File: src/rtl/ed_vga_pkg.sv
// Shared constants and types for the 640x480 VGA frame reader.
package ed_vga_pkg;

  // 640x480@60 horizontal timing in pixel clocks.
  localparam int H_ACTIVE_C = 640;
  localparam int H_FP_C     = 16;
  localparam int H_SYNC_C   = 96;
  localparam int H_BP_C     = 48;
  localparam int H_TOTAL_C  = H_ACTIVE_C + H_FP_C + H_SYNC_C + H_BP_C;

  // Vertical timing in lines.
  localparam int V_ACTIVE_C = 480;
  localparam int V_FP_C     = 10;
  localparam int V_SYNC_C   = 2;
  localparam int V_BP_C     = 33;
  localparam int V_TOTAL_C  = V_ACTIVE_C + V_FP_C + V_SYNC_C + V_BP_C;

  // Source frame buffer geometry (half resolution in both axes).
  localparam int SRC_W_C = 320;
  localparam int SRC_H_C = 240;

  // Overlay colours.
  localparam logic [11:0] BLACK = 12'h000;
  localparam logic [11:0] RED   = 12'hF00;
  localparam logic [11:0] GREEN = 12'h0F0;

  // Per-pixel control word carried down the pipeline alongside the read.
  typedef struct packed {
    logic [9:0] x;
    logic [9:0] y;
    logic       vis;
    logic       hs_n;
    logic       vs_n;
    logic       last;
  } pix_ctl_t;

  localparam pix_ctl_t CTL_IDLE = '{x: 10'd0, y: 10'd0, vis: 1'b0,
                                    hs_n: 1'b1, vs_n: 1'b1, last: 1'b0};

  // 1-based source column that a screen column x replicates.
  function automatic logic [9:0] src_col(input logic [9:0] x);
    return {1'b0, x[9:1]} + 10'd1;
  endfunction

endpackage

File: src/rtl/ed_vga_frame_reader_if.sv
// Buffer read port, overlay controls and VGA pins of the frame reader.
interface ed_vga_frame_reader_if;
  logic [16:0] read_addr;
  logic [11:0] data_in;
  logic [9:0]  h_centroid;
  logic        stop_detect;
  logic        overlay_en;
  logic [11:0] vga_rgb;
  logic        hsync;
  logic        vsync;
  logic        video_on;
  logic        frame_done;

  modport master (
    output read_addr, vga_rgb, hsync, vsync, video_on, frame_done,
    input  data_in, h_centroid, stop_detect, overlay_en
  );

  modport slave (
    input  read_addr, vga_rgb, hsync, vsync, video_on, frame_done,
    output data_in, h_centroid, stop_detect, overlay_en
  );
endinterface

File: src/rtl/ed_vga_timing.sv
// Raster counters, sync decode and line/frame strobes (pipeline stage S0).
module ed_vga_timing
  import ed_vga_pkg::*;
#(
  parameter int H_ACTIVE = H_ACTIVE_C,
  parameter int H_FP     = H_FP_C,
  parameter int H_SYNC   = H_SYNC_C,
  parameter int H_BP     = H_BP_C,
  parameter int V_ACTIVE = V_ACTIVE_C,
  parameter int V_FP     = V_FP_C,
  parameter int V_SYNC   = V_SYNC_C,
  parameter int V_BP     = V_BP_C
) (
  input  logic       clk,
  input  logic       reset,
  output logic [9:0] h_cnt,
  output logic [9:0] v_cnt,
  output logic       visible,
  output logic       hsync_n,
  output logic       vsync_n,
  output logic       eol,
  output logic       eof
);

  localparam logic [9:0] H_LAST   = 10'(H_ACTIVE + H_FP + H_SYNC + H_BP - 1);
  localparam logic [9:0] H_VIS    = 10'(H_ACTIVE);
  localparam logic [9:0] HS_FIRST = 10'(H_ACTIVE + H_FP);
  localparam logic [9:0] HS_LAST  = 10'(H_ACTIVE + H_FP + H_SYNC - 1);
  localparam logic [9:0] V_LAST   = 10'(V_ACTIVE + V_FP + V_SYNC + V_BP - 1);
  localparam logic [9:0] V_VIS    = 10'(V_ACTIVE);
  localparam logic [9:0] VS_FIRST = 10'(V_ACTIVE + V_FP);
  localparam logic [9:0] VS_LAST  = 10'(V_ACTIVE + V_FP + V_SYNC - 1);

  logic [9:0] h_cnt_q, h_cnt_d;
  logic [9:0] v_cnt_q, v_cnt_d;

  assign eol     = (h_cnt_q == H_LAST);
  assign eof     = eol && (v_cnt_q == V_LAST);
  assign visible = (h_cnt_q < H_VIS) && (v_cnt_q < V_VIS);
  assign hsync_n = !((h_cnt_q >= HS_FIRST) && (h_cnt_q <= HS_LAST));
  assign vsync_n = !((v_cnt_q >= VS_FIRST) && (v_cnt_q <= VS_LAST));
  assign h_cnt   = h_cnt_q;
  assign v_cnt   = v_cnt_q;

  // Next raster position: both counters wrap together at end of frame.
  always_comb begin
    h_cnt_d = h_cnt_q;
    v_cnt_d = v_cnt_q;
    if (eol) begin
      h_cnt_d = 10'd0;
      if (v_cnt_q == V_LAST) begin
        v_cnt_d = 10'd0;
      end else begin
        v_cnt_d = v_cnt_q + 10'd1;
      end
    end else begin
      h_cnt_d = h_cnt_q + 10'd1;
    end
  end

  // Raster counter registers.
  always_ff @(posedge clk or posedge reset) begin
    if (reset) begin
      h_cnt_q <= 10'd0;
      v_cnt_q <= 10'd0;
    end else begin
      h_cnt_q <= h_cnt_d;
      v_cnt_q <= v_cnt_d;
    end
  end

endmodule

File: src/rtl/ed_vga_frame_reader.sv
// Scans the 320x240 binarised buffer out as 640x480 VGA with 2x replication,
// overlaying a centroid marker and a stop border latched once per frame.
module ed_vga_frame_reader
  import ed_vga_pkg::*;
#(
  parameter int H_ACTIVE   = H_ACTIVE_C,
  parameter int H_FP       = H_FP_C,
  parameter int H_SYNC     = H_SYNC_C,
  parameter int H_BP       = H_BP_C,
  parameter int V_ACTIVE   = V_ACTIVE_C,
  parameter int V_FP       = V_FP_C,
  parameter int V_SYNC     = V_SYNC_C,
  parameter int V_BP       = V_BP_C,
  parameter int SRC_W      = SRC_W_C,
  parameter int RD_LATENCY = 1
) (
  input  logic                  clk,
  input  logic                  reset,
  ed_vga_frame_reader_if.master bus
);

  localparam logic [9:0]  X_LAST    = 10'(H_ACTIVE - 1);
  localparam logic [9:0]  Y_LAST    = 10'(V_ACTIVE - 1);
  localparam logic [9:0]  X_BORDER  = 10'(H_ACTIVE - 5);
  localparam logic [9:0]  Y_BORDER  = 10'(V_ACTIVE - 5);
  localparam logic [16:0] ROW_STEP  = 17'(SRC_W);

  logic [9:0] h_cnt, v_cnt;
  logic       visible, hsync_n, vsync_n, eol, eof;

  ed_vga_timing #(
    .H_ACTIVE(H_ACTIVE), .H_FP(H_FP), .H_SYNC(H_SYNC), .H_BP(H_BP),
    .V_ACTIVE(V_ACTIVE), .V_FP(V_FP), .V_SYNC(V_SYNC), .V_BP(V_BP)
  ) u_timing (
    .clk     (clk),
    .reset   (reset),
    .h_cnt   (h_cnt),
    .v_cnt   (v_cnt),
    .visible (visible),
    .hsync_n (hsync_n),
    .vsync_n (vsync_n),
    .eol     (eol),
    .eof     (eof)
  );

  logic [16:0] row_base_q, row_base_d;
  logic [16:0] addr_q, addr_d;
  logic [9:0]  cent_q, cent_d;
  logic        stop_q, stop_d;
  pix_ctl_t    pipe_q [0:RD_LATENCY];
  pix_ctl_t    pipe_d [0:RD_LATENCY];
  logic [11:0] rgb_q, rgb_d;
  logic        hs_q, hs_d, vs_q, vs_d, von_q, von_d, fd_q, fd_d;

  // Row base advances after every second visible line so each source row
  // is shown twice; it restarts at the frame wrap.
  always_comb begin
    row_base_d = row_base_q;
    if (eof) begin
      row_base_d = 17'd0;
    end else if (eol && v_cnt[0] && (v_cnt < Y_LAST)) begin
      row_base_d = row_base_q + ROW_STEP;
    end else begin
      row_base_d = row_base_q;
    end
  end

  // Buffer address: 1-based, column halves the screen x; 0 while blanked.
  always_comb begin
    addr_d = 17'd0;
    if (visible) begin
      addr_d = row_base_q + {8'd0, h_cnt[9:1]} + 17'd1;
    end else begin
      addr_d = 17'd0;
    end
  end

  // Overlay inputs are captured only at raster origin so a frame never tears.
  always_comb begin
    cent_d = cent_q;
    stop_d = stop_q;
    if ((h_cnt == 10'd0) && (v_cnt == 10'd0)) begin
      cent_d = bus.h_centroid;
      stop_d = bus.stop_detect;
    end else begin
      cent_d = cent_q;
      stop_d = stop_q;
    end
  end

  // Control pipeline: S1 entry plus one stage per memory latency cycle.
  always_comb begin
    pipe_d[0] = '{x: h_cnt, y: v_cnt, vis: visible, hs_n: hsync_n,
                  vs_n: vsync_n,
                  last: visible && (h_cnt == X_LAST) && (v_cnt == Y_LAST)};
    for (int i = 1; i <= RD_LATENCY; i++) begin
      pipe_d[i] = pipe_q[i-1];
    end
  end

  // Colour select on the pixel whose read data is arriving this cycle.
  always_comb begin
    pix_ctl_t c;
    logic     border;
    c      = pipe_q[RD_LATENCY];
    border = (c.x < 10'd4) || (c.x > X_BORDER) ||
             (c.y < 10'd4) || (c.y > Y_BORDER);
    rgb_d  = BLACK;
    if (!c.vis) begin
      rgb_d = BLACK;
    end else if (bus.overlay_en && stop_q && border) begin
      rgb_d = RED;
    end else if (bus.overlay_en && (cent_q != 10'd0) &&
                 (src_col(c.x) == cent_q)) begin
      rgb_d = GREEN;
    end else begin
      rgb_d = bus.data_in;
    end
    hs_d  = c.hs_n;
    vs_d  = c.vs_n;
    von_d = c.vis;
    fd_d  = c.last;
  end

  // Address, overlay latch and pipeline registers.
  always_ff @(posedge clk or posedge reset) begin
    if (reset) begin
      row_base_q <= 17'd0;
      addr_q     <= 17'd0;
      cent_q     <= 10'd0;
      stop_q     <= 1'b0;
      for (int i = 0; i <= RD_LATENCY; i++) begin
        pipe_q[i] <= CTL_IDLE;
      end
    end else begin
      row_base_q <= row_base_d;
      addr_q     <= addr_d;
      cent_q     <= cent_d;
      stop_q     <= stop_d;
      for (int i = 0; i <= RD_LATENCY; i++) begin
        pipe_q[i] <= pipe_d[i];
      end
    end
  end

  // Output register driving the VGA pins.
  always_ff @(posedge clk or posedge reset) begin
    if (reset) begin
      rgb_q <= BLACK;
      hs_q  <= 1'b1;
      vs_q  <= 1'b1;
      von_q <= 1'b0;
      fd_q  <= 1'b0;
    end else begin
      rgb_q <= rgb_d;
      hs_q  <= hs_d;
      vs_q  <= vs_d;
      von_q <= von_d;
      fd_q  <= fd_d;
    end
  end

  assign bus.read_addr  = addr_q;
  assign bus.vga_rgb    = rgb_q;
  assign bus.hsync      = hs_q;
  assign bus.vsync      = vs_q;
  assign bus.video_on   = von_q;
  assign bus.frame_done = fd_q;

endmodule

File: src/flat_wrapper.sv
// flat-port wrapper written by rule: the top's interface ports become plain ports
module ed_vga_frame_reader_flat import ed_vga_pkg::*;
#(
  parameter int H_ACTIVE   = H_ACTIVE_C,
  parameter int H_FP       = H_FP_C,
  parameter int H_SYNC     = H_SYNC_C,
  parameter int H_BP       = H_BP_C,
  parameter int V_ACTIVE   = V_ACTIVE_C,
  parameter int V_FP       = V_FP_C,
  parameter int V_SYNC     = V_SYNC_C,
  parameter int V_BP       = V_BP_C,
  parameter int SRC_W      = SRC_W_C,
  parameter int RD_LATENCY = 1
)
  (clk, reset, bus_read_addr, bus_vga_rgb, bus_hsync, bus_vsync, bus_video_on, bus_frame_done, bus_data_in, bus_h_centroid, bus_stop_detect, bus_overlay_en);
  ed_vga_frame_reader_if bus_i ();
  input  logic clk;
  input  logic reset;
  output wire logic [$bits(bus_i.read_addr)-1:0] bus_read_addr;
  output wire logic [$bits(bus_i.vga_rgb)-1:0] bus_vga_rgb;
  output wire logic [$bits(bus_i.hsync)-1:0] bus_hsync;
  output wire logic [$bits(bus_i.vsync)-1:0] bus_vsync;
  output wire logic [$bits(bus_i.video_on)-1:0] bus_video_on;
  output wire logic [$bits(bus_i.frame_done)-1:0] bus_frame_done;
  input wire logic [$bits(bus_i.data_in)-1:0] bus_data_in;
  input wire logic [$bits(bus_i.h_centroid)-1:0] bus_h_centroid;
  input wire logic [$bits(bus_i.stop_detect)-1:0] bus_stop_detect;
  input wire logic [$bits(bus_i.overlay_en)-1:0] bus_overlay_en;
  assign bus_read_addr = bus_i.read_addr;
  assign bus_vga_rgb = bus_i.vga_rgb;
  assign bus_hsync = bus_i.hsync;
  assign bus_vsync = bus_i.vsync;
  assign bus_video_on = bus_i.video_on;
  assign bus_frame_done = bus_i.frame_done;
  assign bus_i.data_in = bus_data_in;
  assign bus_i.h_centroid = bus_h_centroid;
  assign bus_i.stop_detect = bus_stop_detect;
  assign bus_i.overlay_en = bus_overlay_en;
  ed_vga_frame_reader #(.H_ACTIVE(H_ACTIVE), .H_FP(H_FP), .H_SYNC(H_SYNC), .H_BP(H_BP), .V_ACTIVE(V_ACTIVE), .V_FP(V_FP), .V_SYNC(V_SYNC), .V_BP(V_BP), .SRC_W(SRC_W), .RD_LATENCY(RD_LATENCY)) u_core (.clk(clk), .reset(reset), .bus(bus_i));
endmodule
File: config.mk
export PLATFORM = sky130hd
export DESIGN_NAME = ed_vga_frame_reader_flat
export DESIGN_NICKNAME = d
export VERILOG_FILES = /design/src/rtl/ed_vga_pkg.sv /design/src/rtl/ed_vga_frame_reader_if.sv /design/src/rtl/ed_vga_timing.sv /design/src/rtl/ed_vga_frame_reader.sv /design/src/flat_wrapper.sv
export SDC_FILE = /design/constraint.sdc
export NUM_CORES = 1
export LEC_CHECK = 0
export CELL_PAD_IN_SITES_DETAIL_PLACEMENT = 0
export CELL_PAD_IN_SITES_GLOBAL_PLACEMENT = 1
export CORE_ASPECT_RATIO = 1.25
export CORE_MARGIN = 4
export CORE_UTILIZATION = 44
export CTS_CLUSTER_DIAMETER = 100
export DETAILED_ROUTE_END_ITERATION = 7
export GPL_ROUTABILITY_DRIVEN = 1
export PLACE_DENSITY_LB_ADDON = 0.1
export SLEW_MARGIN = 20
export SYNTH_ARGS = -nofsm -noshare
export SYNTH_HDL_FRONTEND = slang
export SYNTH_SLANG_ARGS = --single-unit
File: constraint.sdc
create_clock -name clk -period 4.8 [get_ports clk]
set_input_delay 0.96 -clock clk [delete_from_list [all_inputs] [get_ports clk]]
set_output_delay 0.96 -clock clk [all_outputs]
set_load 0.005 [all_outputs]
== After elaboration in Yosys (flattened, before gate mapping) ==
Index checks and enable logic that the tools add are counted.
Operators by class
  magnitude comparators: 11
  reduce and logical (&&, ||, !) cells: 22
  eq/ne operators: 5
  muxes and demuxes: 8
  add/subtract/negate cells: 6
Operators by type and width (number)
  $mux 17: 3
  $mux 12: 3
  $eq 10x10->1 const B: 3
  $add 10x1->10 const B: 2
  $logic_not 10->1: 2
  $lt 10x3->1 const B: 2
  $lt 10x9->1 const B: 2
  $mux 10: 2
  $add 17x1->17 const B: 1
  $add 17x9->17: 1
  $add 17x9->17 const B: 1
  $logic_and 1x1->1: 13
  $add 9x1->10 const B: 1
  $eq 10x10->1: 1
  $eq 10x9->1 const B: 1
  $ge 10x10->1 const B: 1
  $ge 10x9->1 const B: 1
  $gt 10x10->1 const B: 1
  $gt 10x9->1 const B: 1
  $le 10x10->1 const B: 1
  $le 10x9->1 const B: 1
  $lt 10x10->1 const B: 1
  $reduce_bool 10->1: 1
  $logic_or 1x1->1: 3
  2 further kinds: 3
Storage, ports and cells
  output and inout port bits: 33
  word-level logic and storage cells: 75
  register bits after elaboration: 129

== Longest topological paths before layout ==
  word-level depth: 7
  depth in mapped cells: 8
  depth with buffers taken out: 7

== Cells and area by module ==
From an unflattened synthesis, not the netlist that was laid out.
Second synthesis, totals
  cell total of the unflattened synthesis: 436
  area total of the unflattened synthesis: 5026.1 µm²
Modules (own cells, without submodules)
  ed_vga_frame_reader: area each 3992.6 µm², cells each 332, instances 1
  ed_vga_timing: area each 1033.5 µm², cells each 104, instances 1

== Worst setup path after synthesis ==
Ideal clock, no wire load.
  path kind: register to register
  start point: register u_core.u_timing.v_cnt_q[0], in the netlist u_core.u_timing.v_cnt[0]
  end point: register u_core.row_base_q[15]
  stages on the path, launching flop included: 9
  setup slack: 2546 ps
  library setup time: 133 ps
  data arrival time: 2120 ps
  cell sequence: dfrtp_1 inv_1 ha_1 or4b_1 nor4_1 and2_1 buf_4 or4b_1 nand2_1
Between the ends
  word-level cells in the longest chain between the ends: 3
  elaborated cells between the ends (all ways): 7
  classes of those cells: order compare: 1; eq/ne: 1; mux: 1; reduce/logical: 4
Ends and longest elaborated chain
  start, declared: RTL line ed_vga_timing.sv:35  | logic [9:0] v_cnt_q, v_cnt_d;
  start signal, assigned: RTL line ed_vga_timing.sv:68  | v_cnt_q <= v_cnt_d;
  $lt 10x9->1 (tied with other cells): RTL line ed_vga_frame_reader.sv:61  | end else if (eol && v_cnt[0] && (v_cnt < Y_LAST)) begin
  $logic_and 1x1->1 (on tied branches): RTL line ed_vga_frame_reader.sv:61, ed_vga_timing.sv:38
  $reduce_bool 2->1 (no line) / $mux 17 (equally long branches)
  end signal, assigned: RTL line ed_vga_frame_reader.sv:136  | row_base_q <= row_base_d;
  end, declared: RTL line ed_vga_frame_reader.sv:46  | logic [16:0] row_base_q, row_base_d;
Parallel ways exist; a longest one is shown, timed or not.
A chain may end at the register's enable or synchronous reset.

== Worst setup path after layout ==
  start point: register u_core.u_timing.h_cnt_q[1], in the netlist u_core.u_timing.h_cnt[1]
  end point: register u_core.row_base_q[16]
Between the ends
  word-level cells in the longest chain between the ends: 4
  elaborated cells between the ends (all ways): 6
  classes of those cells: eq/ne: 1; mux: 1; reduce/logical: 4
Ends and longest elaborated chain
  start, declared: RTL line ed_vga_timing.sv:34  | logic [9:0] h_cnt_q, h_cnt_d;
  start signal, assigned: RTL line ed_vga_timing.sv:67  | h_cnt_q <= h_cnt_d;
  $eq 10x10->1 *: RTL line ed_vga_timing.sv:37  | assign eol = (h_cnt_q == H_LAST);
  $logic_and 1x1->1 (2 in series): RTL line ed_vga_frame_reader.sv:61
  $reduce_bool 2->1 (no line)
Every way passes the cells marked *; elsewhere a longest branch is shown, timed or not.

==> impl_metrics.py <==
metrics = {
    "run_status": {
        "status": "finished, final reports clean",
    },
    "synth": {
        "async_flop_share": 1.00,
        "yosys.area.top_type_share": 0.552,
        "synth_top_cell_by_area": "dfrtp_1",
        "synth_edf_count": 0,
        "syn-instance-count": 441,
        "syn_area_um2": 5030,
        "yosysMostFrequentCell": "dfrtp_1",
        "synth-main-ff-cell": "dfrtp_1",
        "netlist_top_cells_count": "111 x dfrtp_1, 33 x nor2_1, 30 x nand2_1",
        "synth.avg_cell_area_um2": 11.4,
        "ys_warn_count": 0,
        "syn-num-nets": 478,
        "yosysSeqAreaShare": 0.584,
        "ys_ff_latch": 117,
        "synth_area_leaders": "dfrtp_1 55%, xnor2_1 3.5%, xor2_1 3.3%, dfstp_2 3.1%, ha_1 2.7%",
        "synth_cell_type_count": 57,
    },
    "clock_tree": {
        "ctsResizeCount": 0,
        "cts-root-buf": "clkbuf_16",
        "hold_buffers": 0,
        "cts.path.max_buffers": 2,
        "clk_latency_ns": 0.41,
        "h-tree-depth": 4,
        "clkSlewWorstSetupHoldPaths_ns": 0.05,
        "cts_setup_buffers": 0,
        "cts_sinks": 117,
        "cts_tree": "yes",
        "cts-buffers-inserted": 17,
    },
    "drt": {
        "routed_wl_um": 10300,
        "post-route-drc-count": 0,
        "initialDrtViolationCount": 137,
        "vias_per_cell": 5.33,
        "ant_nets": 0,
        "first_pass_iters": 4,
        "vias": 3457,
        "wire_per_inst_um": 15.9,
    },
    "grt": {
        "grt_usage": 0.171,
        "grt_pass1_wl_um": 17900,
        "grt_pass1_vias": 3592,
        "grt_max_degree": 69,
        "gr-total-overflow": 0,
        "antenna_found_initial": 0,
    },
    "critical_path": {
        "r2r_cells": 6,
        "crit_arrival_ns": 2.80,
        "r2r_slack_ns": 2.33,
        "timing.critical_path.from": "u_core.u_timing.h_cnt[1]$_DFF_PP0_",
        "r2r_end": "u_core.row_base_q[16]$_DFFE_PP0P_",
        "critPathKind": "register to register",
        "start_kind": "register",
        "rr_startpoint": "u_core.u_timing.h_cnt[1]$_DFF_PP0_",
        "cp_max_fo": 10,
        "critical_path_required_ns": 5.13,
        "crit_path_end_kind": "register",
    },
    "sta": {
        "max_freq_ghz": 0.404,
        "min_period_over_period": 0.515,
        "fin_skew_ns": 0.00825,
        "hold_violations": 0,
        "finalCriticalPeriod_ns": 2.47,
        "fin_setup_tns_ns": 0,
        "worst_slew_pin_slew_ns": 0.825,
        "slew_headroom": 0.450,
        "drv_slew": 0,
        "rsz0062_at_grt": "no",
        "setup_viol": 0,
    },
    "floorplan": {
        "dieArea_um2": 13200,
        "io-pin-count": 59,
        "die_w_um": 104,
        "die_h_um": 128,
        "core_area_um2": 11100,
        "std_cell_rows": 43,
        "start_util": 0.452,
    },
    "power": {
        "total_power_w": 0.00225,
        "p_per_area_nw_per_um2": 359,
        "p_leak_nw": 2.76,
        "irDropWorstVdd_mv": 0.187,
    },
    "final_layout": {
        "area_growth_syn_to_layout_pct": 24.7,
        "nets": 537,
        "final_util": 0.563,
        "drive_gt1_frac": 0.135,
        "antenna_cells": 0,
    },
    "hold_path": {
        "hp-start": "u_core.pipe_d[15]$_DFF_PP0_",
        "hold_end": "u_core.pipe_q[15]$_DFF_PP0_",
        "hold_path.class": "register to register",
        "hold_depth": 0,
    },
    "place": {
        "dp_hpwl_um": 7170,
        "io_buffers": 58,
        "globalplace.congestion": 0.787,
    },
    "flow_run": {
        "maxCapViolCount": 0,
    },
}
stage by stage:
stage,instance area [um^2],hold WS (ns),setup slack (ns),cells
finish,6270,0.344,2.33,648
global route,6270,0.352,1.94,648
CTS,6270,0.346,2.32,648
detailed placement,5710,0.335,2.21,616
global placement,5710,0.332,2.23,616
floorplan,5030,0.331,0.749,441
power breakdown:
group          internal, W  leakage [nW]  switching [W]
sequential        0.000999          1.49     0.00000703
combinational    0.0000428          1.02      0.0000357
clock             0.000711         0.258       0.000453
cell usage in the layout (no fill, tap or decap), types with 3 or more instances in the layout:
master / instances
dfrtp_1: 111
xnor2_1: 20
xor2_1: 19
clkinv_4: 3
mux2_2: 12
a31oi_1: 4
a31o_2: 4
nand4_1: 10
and4_1: 3
a21oi_1: 17
nor3_1: 9
inv_1: 10
and3_1: 5
and2_1: 5
o31ai_1: 6
clkinv_2: 3
clkbuf_16: 17
clkinvlp_4: 6
buf_4: 4
or4_1: 5
or3_1: 3
nand3_1: 23
o21ai_0: 17
nand2_1: 30
clkdlybuf4s50_1: 58
nor4_1: 10
dfstp_2: 6
mux2i_1: 5
nor3b_1: 3
ha_1: 11
nor2_1: 33
critical path: stages, from the launching register on:
cell and delay (ns):
dfrtp_1 0.45, ha_1 0.24, nand3_2 0.17, nand3b_4 0.28, or3_1 0.55, or4_1 0.55
a21oi_1 0.15
registers in the layout, indices dropped and copies added (netlist names), 10 cells and up:
name	cells
u_core.bus.read_addr	17
u_core.bus.vga_rgb	12
u_core.cent_q	10
u_core.pipe_d	21
u_core.pipe_q	17
u_core.row_base_q	11
u_core.u_timing.h_cnt	10
u_core.u_timing.v_cnt	10
how the worst max path moves through the flow:
stage	end	slack [ns]	depth (start not counted)
final	u_core.row_base_q[16]$_DFFE_PP0P_	2.33	6
after global routing	u_core.bus.vga_rgb[7]$_DFF_PP0_	1.94	6
after floorplan	u_core.bus.frame_done$_DFF_PP0_	0.75	1
after CTS	u_core.row_base_q[12]$_DFFE_PP0P_	2.32	6
after global placement	u_core.bus.vga_rgb[5]$_DFF_PP0_	2.23	6
after detailed placement	u_core.bus.vga_rgb[7]$_DFF_PP0_	2.21	6
layer usage:
metal / vias up / track usage / part of all wire
met1: 1691 / 0.190 / 0.41
met5: - / 0 / 0
met4: 0 / 0.0782 / 0.022
met2: 69 / 0.301 / 0.53
met3: 17 / 0.0561 / 0.040
li1: 1680 / - / -
kinds of logic after synthesis:
group	synth area share
simple gates	0.172
flops	0.584
compound gates	0.0828
xor+xnor	0.0679
buf+inv	0.0296
mux	0.0368
fa+ha+maj	0.0274
layout make-up:
type / instances / area [um^2]
Multi-Input combinational cell: 291 / 1950
Timing Repair Buffer: 62 / 611
Clock buffer: 17 / 425
Clock inverter: 15 / 134
Tap cell: 135 / 169
Inverter: 11 / 43.8
Sequential cell: 117 / 2940
Fill cell: 978 / 4870
Power figures use the tool's default switching activity.
